===== src/rtl/seq_addsub_ctrl.sv =====
// Multi-cycle add/subtract that reuses one 8-bit ripple-carry slice, LSB byte first.
// Optional macro SEQ_ADDSUB_CMP_EN adds the is_not_equal / is_less_than compare outputs.

// rca_8_overflow: 8-bit ripple-carry adder with carry-in, carry-out and signed overflow.
// Latency: combinational.
// Backpressure: none (pure datapath).
module rca_8_overflow (
    input  logic [7:0] a,
    input  logic [7:0] b,
    input  logic       cin,
    output logic [7:0] sum,
    output logic       cout,
    output logic       overflow
);
    logic [8:0] c;

    always_comb begin
        c    = 9'b0;
        sum  = 8'b0;
        c[0] = cin;
        for (int i = 0; i < 8; i++) begin
            sum[i]   = a[i] ^ b[i] ^ c[i];
            c[i+1]   = (a[i] & b[i]) | (c[i] & (a[i] ^ b[i]));
        end
    end

    assign cout     = c[8];
    assign overflow = c[8] ^ c[7];
endmodule

// seq_addsub_ctrl: WIDTH-bit A+B / A-B computed one byte per cycle through a shared slice.
// Latency: out_valid rises WIDTH/8 cycles after the accept edge.
// Backpressure: in_ready only in IDLE; result held in DONE until out_ready.
module seq_addsub_ctrl #(
    parameter int WIDTH = 32
) (
    input  logic             clock,
    input  logic             reset,
    input  logic             in_valid,
    output logic             in_ready,
    input  logic [WIDTH-1:0] a,
    input  logic [WIDTH-1:0] b,
    input  logic             sub,
    output logic             out_valid,
    input  logic             out_ready,
    output logic [WIDTH-1:0] sum,
    output logic             cout,
    output logic             overflow,
`ifdef SEQ_ADDSUB_CMP_EN
    output logic             is_not_equal,
    output logic             is_less_than,
`endif
    output logic             busy
);
    localparam int NBYTES = WIDTH / 8;
    localparam int IDXW   = (NBYTES > 1) ? $clog2(NBYTES) : 1;
    localparam logic [IDXW-1:0] LAST_IDX = IDXW'(NBYTES - 1);

    typedef enum logic [1:0] {IDLE, RUN, DONE} state_t;

    state_t           state_q, state_d;
    logic [IDXW-1:0]  idx;
    logic             carry_q;
    logic [WIDTH-1:0] a_lat, b_lat;
    logic [WIDTH-1:0] next_sum;
    logic [7:0]       slice_sum;
    logic             slice_cout, slice_of;
    logic             last;
`ifdef SEQ_ADDSUB_CMP_EN
    logic             sub_lat;
`endif

    assign last = (idx == LAST_IDX);

    rca_8_overflow u_slice (
        .a        (a_lat[8*idx +: 8]),
        .b        (b_lat[8*idx +: 8]),
        .cin      (carry_q),
        .sum      (slice_sum),
        .cout     (slice_cout),
        .overflow (slice_of)
    );

    // Full result as it will stand after this pass; the compare flags need it on the last pass.
    always_comb begin
        next_sum              = sum;
        next_sum[8*idx +: 8]  = slice_sum;
    end

    always_comb begin
        state_d  = state_q;
        in_ready = 1'b0;
        busy     = 1'b0;
        case (state_q)
            IDLE: begin
                in_ready = 1'b1;
                if (in_valid) state_d = RUN;
            end
            RUN: begin
                busy = 1'b1;
                if (last) state_d = DONE;
            end
            DONE: begin
                busy = 1'b1;
                if (out_ready) state_d = IDLE;
            end
            default: state_d = IDLE;
        endcase
    end

    always_ff @(posedge clock) begin
        if (reset) state_q <= IDLE;
        else       state_q <= state_d;
    end

    always_ff @(posedge clock) begin
        if (reset) begin
            a_lat     <= '0;
            b_lat     <= '0;
            carry_q   <= 1'b0;
            idx       <= '0;
            sum       <= '0;
            cout      <= 1'b0;
            overflow  <= 1'b0;
            out_valid <= 1'b0;
`ifdef SEQ_ADDSUB_CMP_EN
            sub_lat      <= 1'b0;
            is_not_equal <= 1'b0;
            is_less_than <= 1'b0;
`endif
        end else begin
            case (state_q)
                IDLE: begin
                    if (in_valid) begin
                        a_lat   <= a;
                        b_lat   <= sub ? ~b : b;
                        carry_q <= sub;
                        idx     <= '0;
`ifdef SEQ_ADDSUB_CMP_EN
                        sub_lat <= sub;
`endif
                    end
                end
                RUN: begin
                    sum     <= next_sum;
                    carry_q <= slice_cout;
                    if (last) begin
                        cout      <= slice_cout;
                        overflow  <= slice_of;
                        out_valid <= 1'b1;
`ifdef SEQ_ADDSUB_CMP_EN
                        is_not_equal <= sub_lat & (|next_sum);
                        is_less_than <= sub_lat & (next_sum[WIDTH-1] ^ slice_of);
`endif
                    end else begin
                        idx <= idx + 1'b1;
                    end
                end
                DONE: begin
                    if (out_ready) out_valid <= 1'b0;
                end
                default: ;
            endcase
        end
    end
endmodule


===== config.mk =====
export PLATFORM = sky130hd
export DESIGN_NAME = seq_addsub_ctrl
export DESIGN_NICKNAME = d
export VERILOG_FILES = /design/src/rtl/seq_addsub_ctrl.sv
export SDC_FILE = /design/constraint.sdc
export NUM_CORES = 1
export LEC_CHECK = 0
export CAP_MARGIN = 20
export CORE_MARGIN = 3
export CORE_UTILIZATION = 55
export DETAILED_ROUTE_END_ITERATION = 12
export GPL_TIMING_DRIVEN = 0
export PLACE_DENSITY = 0.95
export RECOVER_POWER = 25
export SYNTH_ARGS = -nofsm -noshare
export SYNTH_HDL_FRONTEND = slang
export SYNTH_SLANG_ARGS = --single-unit

===== constraint.sdc =====
create_clock -name clock -period 10.85 [get_ports clock]
set_input_delay 2.17 -clock clock [delete_from_list [all_inputs] [get_ports clock]]
set_output_delay 2.17 -clock clock [all_outputs]
set_load 0.1 [all_outputs]

---- Word level (Yosys, flattened, before mapping) ----
Index checks and enable logic that the tools add are counted.
operators by class
  $add $sub $neg .......................... 2
  $mul .................................... 0
  div/mod/pow operators ................... 0
  order comparisons ....................... 0
  eq/ne operators ......................... 7
  shifts and indexed selects .............. 4
  mux-type cells .......................... 16
  bitwise logic cells ..................... 42
  reductions and logical operators ........ 10
operator list
  kind                       count
  $shiftx A32 B6 Y8          2
  $neg A5 Y34                1
  $shift A8 B34 Y32 const A  1
  $shiftx A8 B34 Y32         1
  $bwmux W32                 1
  $mux W32                   1
  $not A32 Y32               1
  $xor A1 B1 Y1              17
  $and A1 B1 Y1              16
  $mux W2                    5
  $reduce_and A3 Y1          3
  $ne A2 B2 Y1 const B       4
  $or A1 B1 Y1               8
  $pmux W2 S3                1
  $reduce_and A2 Y1          3
  $mux W1                    5
  $eq A2 B2 Y1 const B       2
  $pmux W1 S2                2
  $pmux W2 S2                1
  $reduce_bool A2 Y1         2
  $add A2 B1 Y2 const B      1
  $eq A2 B1 Y1 const B       1
  $logic_not A2 Y1           1
  $reduce_or A2 Y1           1
storage, ports and cells
  register bits ........................... 104
  bits in latches ......................... 0
  memory bits (writable) .................. 0
  memory bits (read-only) ................. 0
  input port bits ......................... 69
  output and inout port bits .............. 37
  word-level logic and storage cells ...... 90
  memories kept ........................... 0

---- Depth between registers and ports, before layout ----
  word-level depth ........................ 19
  gate-level depth with buffers ........... 17
  mapped depth without buffers ............ 16

---- Cells and area by module ----
From an unflattened synthesis, not the netlist that was laid out.
second synthesis, totals
  cell total of the unflattened synthesis .. 533
  area total of the unflattened synthesis .. 5066.1 sq um
by module, submodules not included
  module           instances  cells an instance  area each (sq um)
  seq_addsub_ctrl  1          514                4859.7
  rca_8_overflow   1          19                 206.4

---- Worst setup path before layout ----
OpenSTA, ideal clock, no wires.
  kind .................................... reg-to-reg
  start point ............................. register idx[0]
  end point ............................... register carry_q
  library setup time ...................... 0.170 ns
  data arrival time ....................... 4.133 ns
  required time ........................... 10.680 ns
  path slack .............................. 6.547 ns
  cell stages (with the launch flop) ...... 18
  buffers on the path ..................... 1
  clock period less this slack ............ 4.303 ns
  cell sequence ........................... dfxtp_1 buf_6 mux4_2 inv_1 fa_1 fa_1 inv_1 fa_1 fa_1 inv_1 fa_1 fa_1 inv_1 fa_1 fa_1 mux2_1 o221ai_1 a21oi_1
between the ends
  cells in the longest elaborated chain, start to end .. 19
RTL lines
  item                                  RTL line  RTL
  start: declaration                    62        logic [IDXW-1:0] idx;
  start signal: assignment              156       idx <= idx + 1'b1;
  $shiftx A32 B6 Y8 (on tied branches)  76, 77
  $xor A1 B1 Y1                         23        c[i+1] = (a[i] & b[i]) | (c[i] & (a[i] ^ b[i]));
  $and A1 B1 Y1                         23
  $or A1 B1 Y1                          23
  $and A1 B1 Y1                         23
  $or A1 B1 Y1                          23
  $and A1 B1 Y1                         23
  $or A1 B1 Y1                          23
  [... 4 more ...]                      n/a
  $and A1 B1 Y1                         23
  $or A1 B1 Y1                          23
  $and A1 B1 Y1                         23
  $or A1 B1 Y1                          23
  $and A1 B1 Y1                         23
  $or A1 B1 Y1 (*)                      23
  named net slice_cout                  67        logic slice_cout, slice_of;
  $pmux W1 S2 (*)                       132       case (state_q)
  end signal: assignment                137       carry_q <= sub;
  end signal: assignment                146       carry_q <= slice_cout;
  end: declaration                      63        logic carry_q;
Mark *: on every way through the listed nets, which the timed path passes. The rest lies on a longest branch.
A chain may end at the register's enable or synchronous reset.

---- Worst setup path after layout ----
Same ends and word-level chain as after synthesis.

==> results.md <==
## Status
* outcome: completed

## Die
* placeable core region: 8420 sq um
* floorplan die area: 10100 sq um
* Horiz. Die Dim: 100 um
* std cell rows: 33
* I/O pin count: 106
* die span in y: 100 um
* initial core utilization: 58.1%

## Synthesis
* mean post-synth cell area: 9.43 sq um
* number of nets in the synthesized netlist: 605
* adder-cell area share of the yosys netlist: 5.57%
* dominant combinational cell family by area after synthesis: compound AO/OA/AOI/OAI gates
* post-synthesis cell count: 519
* area share of the leading cell type in the synthesized netlist: 42.5%
* multiplexer fraction of the synthesized cell area: 7.80%
* area of the mapped netlist: 4890 sq um
* Cell variety after synth: 40
* post-synthesis sequential area ratio: 42.5%
* count of yosys warnings during synthesis: 0
* synth top area cells: sky130_fd_sc_hd__dfxtp_1 43%, sky130_fd_sc_hd__mux4_2 7.4%, sky130_fd_sc_hd__nand2_1 6.6%
* simple-gate portion of the synthesized area: 15.6%
* post-synthesis xor/xnor area fraction: 5.91%
* Seq cells post-synth: 104
* post-synthesis compound-gate area fraction: 17.0%
* cell type with the largest total area after synthesis: sky130_fd_sc_hd__dfxtp_1

## STA
* final worst-path setup slack: 6.14 ns
* Setup Total Neg Slack: 0 ns
* final number of max-transition violations: 0
* maximum clock skew at final layout: 0.0103 ns
* number of endpoints failing setup at the final stage: 0
* clock period minus worst slack: 4.71 ns
* maximum clock frequency: 212 MHz
* hold violation count in the final report: 0
* slew of the pin with the lowest slew margin: 0.980 ns
* Worst slew margin: 34.5%
* RSZ-0062 raised after global routing: false
* ratio of final minimum period to clock period: 43.4%

## Placement
* Setup Slack @ Placement: 6.18 ns
* final RePlAce weighted congestion: 0.908
* total of buffers placed on input and output ports: 104
* Post-DP Area: 6070 sq um
* placed wire-length estimate: 10200 um
* total placed cells including tap cells: 728

## Clock tree
* post-CTS setup buffer count: 0
* number of H-tree levels: 3
* PostCTS Resize Cnt: 0
* TritonCTS clock tree: built
* total clock buffers created by CTS: 9
* clock-pin slew on the worst setup and hold paths: 0.10 ns
* count of hold-fix buffers inserted at cts: 0
* number of clock sinks seen by CTS: 104
* root cell of the clock tree: sky130_fd_sc_hd__clkbuf_8
* latest clock arrival within the worst-skew pair: 0.38 ns
* clock tree buffer depth: 2

## GRT
* GRT Resource Usage Total: 27.8%
* total grt overflow: 0
* wire length of the first global-routing pass: 22100 um
* number of global-route vias before repair: 4604
* pin count of the biggest net entering global routing: 17
* initial antenna violation count: 0

## Detailed routing
* detailed-route wire length per cell: 18.4 um
* DRC violations left: 0
* number of vias after detailed routing: 4517
* Iter 0 DRT Violations: 327
* post-route ant nets: 0
* Post-Route WL: 13700 um
* number of detailed-route iterations in the first pass: 5
* mean number of vias per cell: 6.07

## Layout
* Fillers: 555
* commonest non-fill, non-tap cell in the layout: sky130_fd_sc_hd__dfxtp_1
* summed area of non-filler cells in the final layout: 6250 sq um
* area growth from synthesis to final layout: 27.7%
* number of antenna repair diodes: 0
* total number of nets in the final design: 720
* commonest cells after routing, fill and taps aside: 104 x sky130_fd_sc_hd__dfxtp_1, 102 x sky130_fd_sc_hd__clkdlybuf4s50_1, 86 x sky130_fd_sc_hd__nand2_1
* post-route insts no fill: 744
* share of final-layout standard cells stronger than drive strength 1: 9.39%

## Critical path
* Arrival @ worst endpoint: 4.97 ns
* Worst Setup Path Type: register to register
* CP Capture Type: register
* required time at the endpoint of the critical path: 11.11 ns
* maximum fanout encountered on the critical timing path: 10
* type of origin of the critical path: register
* cell depth of the worst flop-to-flop path: 17

## Min path
* Min-Delay Path Class: register to register
* Hold Path Stages: 2

## Job
* number of max-cap violations: 0

## Power and ir drop
* overall power: 1.04 mW
* power density over the cells: 166 nW/um^2
* static leakage power: 2.22 nW
* Peak VDD IR: 109 uV

## cell usage after synthesis
cell type and number:
sky130_fd_sc_hd__and3b_1 3, sky130_fd_sc_hd__or4_1 4, sky130_fd_sc_hd__clkbuf_1 15, sky130_fd_sc_hd__buf_6 3
sky130_fd_sc_hd__o21ai_0 1, sky130_fd_sc_hd__mux2_1 1, sky130_fd_sc_hd__mux4_2 16, sky130_fd_sc_hd__a22oi_1 8
sky130_fd_sc_hd__or3_1 4, sky130_fd_sc_hd__o41ai_1 2, sky130_fd_sc_hd__o311a_1 1, sky130_fd_sc_hd__a21o_1 1
sky130_fd_sc_hd__o311ai_1 2, sky130_fd_sc_hd__dfxtp_1 104, sky130_fd_sc_hd__buf_2 16, sky130_fd_sc_hd__buf_1 3
sky130_fd_sc_hd__and2_1 4, sky130_fd_sc_hd__nor3b_1 5, sky130_fd_sc_hd__a211oi_2 16, sky130_fd_sc_hd__nor2_1 55
sky130_fd_sc_hd__o21a_1 1, sky130_fd_sc_hd__nand3b_1 2, sky130_fd_sc_hd__a32oi_1 12, sky130_fd_sc_hd__nor2b_1 6
sky130_fd_sc_hd__ha_1 9, sky130_fd_sc_hd__buf_4 3, sky130_fd_sc_hd__fa_1 8, sky130_fd_sc_hd__nand2b_1 2
sky130_fd_sc_hd__a21oi_1 46, sky130_fd_sc_hd__o21ai_1 1, sky130_fd_sc_hd__mux2i_1 1, sky130_fd_sc_hd__nand4_1 4
sky130_fd_sc_hd__xnor2_1 33, sky130_fd_sc_hd__o31ai_1 1, sky130_fd_sc_hd__nand2_1 86, sky130_fd_sc_hd__a31oi_1 2
sky130_fd_sc_hd__o21bai_1 1, sky130_fd_sc_hd__a211oi_1 17, sky130_fd_sc_hd__o221ai_1 1, sky130_fd_sc_hd__inv_1 19
## worst paths after layout
path | from | end | slack, ns
hold reg to reg | sum[29] | sum[29] | 0.46
setup reg to reg | idx[0] | carry_q | 6.14
hold / removal | sum[29] | sum[29] | 0.46
setup / recovery | idx[0] | carry_q | 6.14
## power by group
group | leakage [nW] | switching [mW] | internal (mW)
combinational | 1.25 | 0.202 | 0.121
clock | 0.114 | 0.133 | 0.137
sequential | 0.852 | 0.0248 | 0.418
## worst max-delay path: stages (launching register included)
cell	delay, ns
sky130_fd_sc_hd__dfxtp_1	0.57
sky130_fd_sc_hd__buf_6	0.24
sky130_fd_sc_hd__mux4_2	0.52
sky130_fd_sc_hd__inv_1	0.09
sky130_fd_sc_hd__fa_1	0.19
sky130_fd_sc_hd__fa_1	0.17
sky130_fd_sc_hd__inv_1	0.05
sky130_fd_sc_hd__fa_1	0.40
sky130_fd_sc_hd__fa_1	0.41
sky130_fd_sc_hd__inv_1	0.08
sky130_fd_sc_hd__fa_1	0.19
sky130_fd_sc_hd__fa_1	0.17
sky130_fd_sc_hd__inv_1	0.05
sky130_fd_sc_hd__fa_1	0.41
sky130_fd_sc_hd__fa_1	0.48
sky130_fd_sc_hd__mux2_1	0.33
sky130_fd_sc_hd__o221ai_1	0.17
sky130_fd_sc_hd__a21oi_1	0.06
## layer usage
layer / up-vias / wire (um) / global-route usage [%] / share of wire, %
li1: 2028 / - / - / -
met1: 2116 / 5260 / 34.6 / 38
met2: 307 / 6590 / 46.8 / 48
met5: - / 0 / 0 / 0
met4: 0 / 553 / 12.3 / 4.0
met3: 66 / 1280 / 5.56 / 9.3
## through the flow
| stage | hold slack (ns) | util (%) |
|---|---|---|
| finish | 0.464 | 74.2 |
| global route | 0.487 | 74.2 |
| CTS | 0.459 | 74.6 |
| detailed placement | 0.445 | 72.0 |
| global placement | 0.439 | 72.0 |
| floorplan | 0.433 | - |
## registers in the layout (all words and copies together), names as in the netlist
register and count:
state_q 2, idx 2, overflow 1, a_lat 32, b_lat 32, sum 32
carry_q 1, cout 1, out_valid 1
## cell families (layout without fill, tap and decap cells)
kind of cell | Yosys count | in the layout
buffers and inverters | 59 | 179
adders and majority gates | 17 | 17
DFF | 104 | 104
AOI/OAI and AO/OA | 113 | 113
muxes | 18 | 18
xor gates and xnor gates | 33 | 33
and+or+nand+nor | 175 | 175
## layout make-up
cell class	count	area [sq um]	share of cell area, %
Inverter	19	71.3	1.14
Multi-Input combinational cell	356	2520	40.3
Tap cell	105	131	2.10
Clock buffer	11	141	2.26
Sequential cell	104	2080	33.3
Buffer	40	186	2.98
Clock inverter	5	78.8	1.26
Timing Repair Buffer	104	1040	16.7
Power figures use the tool's default switching activity.
==> RTL change 1 (same flow settings) <==
Encoding of `state_t`: now one-hot (3 bits for 3 states).
--- a/src/rtl/seq_addsub_ctrl.sv
+++ b/src/rtl/seq_addsub_ctrl.sv
@@ -56,7 +56,7 @@
     localparam int IDXW   = (NBYTES > 1) ? $clog2(NBYTES) : 1;
     localparam logic [IDXW-1:0] LAST_IDX = IDXW'(NBYTES - 1);
 
-    typedef enum logic [1:0] {IDLE, RUN, DONE} state_t;
+    typedef enum logic [2:0] {IDLE = 3'b001, RUN = 3'b010, DONE = 3'b100} state_t;
 
     state_t           state_q, state_d;
     logic [IDXW-1:0]  idx;
Function: no difference found for any inputs over 4 cycles, from zero or initial values and one cycle with reset high; so few cycles prove little.
==> RTL change 1 against the original RTL <==
Hold slack got worse by 6.3 ps; utilization decreased by 1.4 points; sequential cell count increased by 1; wire length increased by 1.1%; final area increased by 2.6%; synthesized area increased by 3.3%; total power decreased by 20%; critical path depth decreased by 13; count of clock-buffer cells in the layout decreased by 1; die area increased by 3.1%; non-clock buffer count increased by 6; setup slack got worse by 230 ps; largest cell class unchanged.
==> RTL change 1: results (changes against the original RTL) <==
stage,metric,value,unit,change
run_status,status,finished clean,,
yosys,Synth Area in XOR/XNOR,0.0589,,-0.000139
worst_setup_path,FF-to-FF setup slack,6180,ps,+40 ps
detailed_routing,Avg WL per Cell,18.2,µm,-1.0%
cts,CTS max path bufs,2,,unchanged
layout,post-route insts no fill,760,,+2.2%
yosys,Syn Nets,616,,+1.8%
worst_setup_path,worst setup path end,in_ready,,
pwr,worst vdd ir,0.0793,mV,-27%
global_route,GR Util All Layers,0.274,,-0.00464
cts,# clock sinks,105,,+0.96%
worst_hold_path,worst hold path startpoint,sum[20]$_SDFFE_PP0P_,,
pwr,P_clk,246,µW,-8.9%
worst_setup_path,cell family with most CP delay,buffers and inverters,,
placement,Detail Placement HPWL,10200,µm,about the same
yosys,post-synthesis mux area share,0.0755,,-0.00247
pwr,Net Sw Frac,0.291,,-0.0571
global_route,global-route wire length before repair,22000,µm,-0.53%
cts,Worst-path clk slew,100,ps,about the same
placement,placed insts,744,,+2.2%
detailed_routing,Avg Vias per Cell,5.97,,-1.7%
global_route,pin count of the biggest net entering global routing,18,,+1
yosys,"top cells by count, synth","dfxtp_1, nand2_1, a21oi_1, nor2_1, xnor2_1",,
layout,# nets final,730,,+1.4%
pwr,sequential power share,0.508,,+0.080
timing,hold_ws,457,ps,-6.25 ps
layout,layout filler cell count,602,,+8.5%
yosys,Synth area leaders,"dfxtp_1, a211oi_2, mux4_2",,
worst_hold_path,"Endpoint, Worst Hold",sum[20]$_SDFFE_PP0P_,,
worst_setup_path,reg-to-reg critical path startpoint,idx[1]$_SDFFE_PP0P_,,
timing,fin crit period,4940,ps,+225 ps
placement,Port Buf Inserts,103,,-0.96%
global_route,vias in the first global route,4427,,-3.8%
worst_setup_path,CP max stage cell,clkdlybuf4s50_1,,
timing,Clock Skew,13.1,ps,+2.82 ps
yosys,Unique masters post-synth,35,,-13%
pwr,LEAKAGE,0.00218,µW,-1.9%
yosys,area share of fa/ha/maj cells after synthesis,0.0465,,-0.00919
pwr,Pwr Total,829,µW,-20%
worst_setup_path,CP peak stage delay,1160,ps,+590 ps
detailed_routing,First DRT Iteration DRCs,364,,+11%
worst_setup_path,Worst R2R End,sum[31]$_SDFFE_PP0P_,,
layout,share of layout cells above drive strength 1,0.135,,+0.0411
placement,routability cong.,0.958,,+5.4%
yosys,Post-Synthesis Cells,533,,+2.7%
yosys,post-synthesis sequential area ratio,0.416,,-0.00952
timing,Slew HR,0.345,,+0.000555
worst_setup_path,Reg2Reg Depth,16,,-1
yosys,complex-gate fraction of the synthesized area,0.154,,-0.0160
placement,pre-CTS setup slack,6360,ps,+180 ps
placement,placement-stage cell area,0.00622,mm²,+2.5%
worst_setup_path,CP startpoint,state_q[0]$_SDFFE_PP1P_,,
-- RTL change 1: cell count changes after synthesis, moves of 8 or more --
cell | unedited run | this run
a22oi_1 | 8 | 0
a21oi_1 | 46 | 69
a211oi_1 | 17 | 3
a211oi_2 | 16 | 30
nand3b_1 | 2 | 15
nand2_1 | 86 | 96
nand3_1 | 0 | 18
nor2_1 | 55 | 35
a32oi_1 | 12 | 0
-- RTL change 1: final cells by class --
class	instances	area, µm²	share of cell area
well taps	108	135	0.0211
inverters	17	63.8	0.00996
flip-flops and latches	105	2100	0.328
repair buffers	103	1030	0.161
multi-input cells	364	2630	0.411
clock buffers	10	128	0.0199
plain buffers	47	248	0.0387
clock inverters	6	68.8	0.0107
-- RTL change 1: routing by layer --
layer,share of wire,track usage,up-vias,wire length [µm]
li1,-,-,2046,-
met1,0.39,0.340,2164,5340
met3,0.077,0.0471,62,1060
met4,0.040,0.125,0,558
met2,0.50,0.466,263,6880
met5,0,0,-,0
==> RTL change 2 (same flow settings) <==
Made on the original files. Set the parameter `WIDTH` to 64 (it was 32).
--- a/src/rtl/seq_addsub_ctrl.sv
+++ b/src/rtl/seq_addsub_ctrl.sv
@@ -32,7 +32,7 @@
 // Latency: out_valid rises WIDTH/8 cycles after the accept edge.
 // Backpressure: in_ready only in IDLE; result held in DONE until out_ready.
 module seq_addsub_ctrl #(
-    parameter int WIDTH = 32
+    parameter int WIDTH = 64
 ) (
     input  logic             clock,
     input  logic             reset,
Ports: changed (resized a, b and sum); port bits go from 106 to 202. No check against the original RTL was run, so the function may have changed too.
==> RTL change 2 against the original RTL <==
First-iteration DRC count increased to 2.7 times the old value; wire length increased by 110%; setup slack got worse by 940 ps; clock skew increased by 5.1 ps; cell count increased by 90%; critical endpoint is now sum[31]$_SDFFE_PP0P_; sequential cell count increased by 97; largest power group unchanged; final area increased by 92%; synthesized area increased by 87%; count of clock-buffer cells in the layout increased by 18; total power increased by 91%.
==> RTL change 2: results (changes against the original RTL) <==
stage,metric,value,unit,change
placement,Detail Placement HPWL,20600,µm,+100%
cts,Worst-Skew Late Latency,500,ps,+120 ps
layout,largest registers,"a_lat x64, b_lat x64, sum x64",,
detailed_routing,uppermost routed layer,met4,,
yosys,Synth area leaders,"dfxtp_1, nand2_1, mux4_2",,
yosys,"top cells by count, synth","nand2_1, dfxtp_1, nor2_1, a21oi_1",,
run_status,status,finished clean,,
worst_setup_path,Reg2Reg Depth,16,,-1
detailed_routing,DRT Pass-1 Iters,7,,+2
layout,# nets final,1339,,+86%
detailed_routing,Vias,8433,,+87%
layout,share of layout cells above drive strength 1,0.0818,,-0.0121
placement,Port Buf Inserts,200,,+92%
global_route,initial antenna violation count,1,,+1
global_route,pin count of the biggest net entering global routing,14,,-3
detailed_routing,met2 wire length,13600,µm,+110%
worst_setup_path,FF-to-FF setup slack,5190,ps,-940 ps
yosys,post-synthesis sequential area ratio,0.439,,+0.0137
detailed_routing,First DRT Iteration DRCs,869,,+170%
placement,pre-CTS setup slack,5650,ps,-537 ps
worst_setup_path,Worst R2R End,sum[31]$_SDFFE_PP0P_,,
worst_setup_path,CP max stage cell,clkbuf_1,,
cts,total CTS buffers,20,,+11
detailed_routing,WL met3,3250,µm,+150%
worst_setup_path,Worst Path Arrival,6030,ps,+1060 ps
detailed_routing,met1 WL,10100,µm,+92%
yosys,"Avg Cell Area, Syn",9.49,µm²,+0.60%
global_route,global-route wire length before repair,43900,µm,+99%
cts,CTS root buffer,clkbuf_16,,
worst_hold_path,"Endpoint, Worst Hold",a_lat[48]$_SDFFE_PP0P_,,
pwr,LEAKAGE,0.00455,µW,+110%
detailed_routing,Avg WL per Cell,20.1,µm,+9.2%
cts,CTS max path bufs,3,,+1
timing,Slew HR,0.301,,-0.0433
global_route,vias in the first global route,8506,,+85%
global_route,GR Util All Layers,0.304,,+0.0258
timing,fin crit period,5660,ps,+942 ps
cts,CTS H-Tree Depth,1,,-2
worst_hold_path,worst hold path startpoint,a_lat[48]$_SDFFE_PP0P_,,
pwr,worst vdd ir,0.133,mV,+22%
timing,hold_ws,454,ps,-9.40 ps
timing,Clock Skew,15.4,ps,+5.08 ps
placement,routability cong.,0.932,,+2.6%
cts,Worst-path clk slew,70,ps,-30 ps
==> RTL change 2: logic make-up after synthesis <==
| kind of cell | count (synthesis) | synth area share |
|---|---|---|
| fa+ha+maj | 18 | 0.0311 |
| flops | 201 | 0.439 |
| xor+xnor | 65 | 0.0621 |
| buf+inv | 86 | 0.0404 |
| compound gates | 147 | 0.103 |
| mux | 109 | 0.167 |
| simple gates | 340 | 0.157 |
==> RTL change 2: metrics by stage <==
step	instance area, µm²	utilization
after global routing	12000	0.746
final	12000	0.746
after global placement	11400	0.710
after CTS	12000	0.747
after floorplan	9160	-
after detailed placement	11400	0.710
==> RTL change 2: final cells by class <==
type,instances,area (µm²)
clock buffer,29,586
tap,216,270
clock inverter,3,15.0
fill,1038,4090
buffer,76,330
timing repair buffer,200,2000
sequential,201,4020
antenna,1,2.50
multi-input combinational,679,4760
inverter,10,37.5
==> RTL change 2: power breakdown <==
group	internal (µW)	switching (µW)
Clock	372	284
Combinational	185	285
Sequential	804	50.8
==> RTL change 2: worst max-delay path by stage <==
| stage | end | cells past startpoint |
|---|---|---|
| floorplan | sum[23]$_SDFFE_PP0P_ | 16 |
| global placement | sum[23]$_SDFFE_PP0P_ | 16 |
| detailed placement | sum[31]$_SDFFE_PP0P_ | 16 |
| CTS | sum[31]$_SDFFE_PP0P_ | 16 |
| global route | sum[23]$_SDFFE_PP0P_ | 16 |
| finish | sum[31]$_SDFFE_PP0P_ | 16 |
==> RTL change 2: metal layers <==
metal	global-route usage	vias to the layer above
met5	0	-
met4	0.138	0
met3	0.0618	142
met2	0.518	629
met1	0.373	3928
li1	-	3734
==> RTL change 2: worst min-delay path, stage by stage (launching register included) <==
cell and delay [ps]:
dfxtp_1 310, nand2_1 50, a21oi_1 50
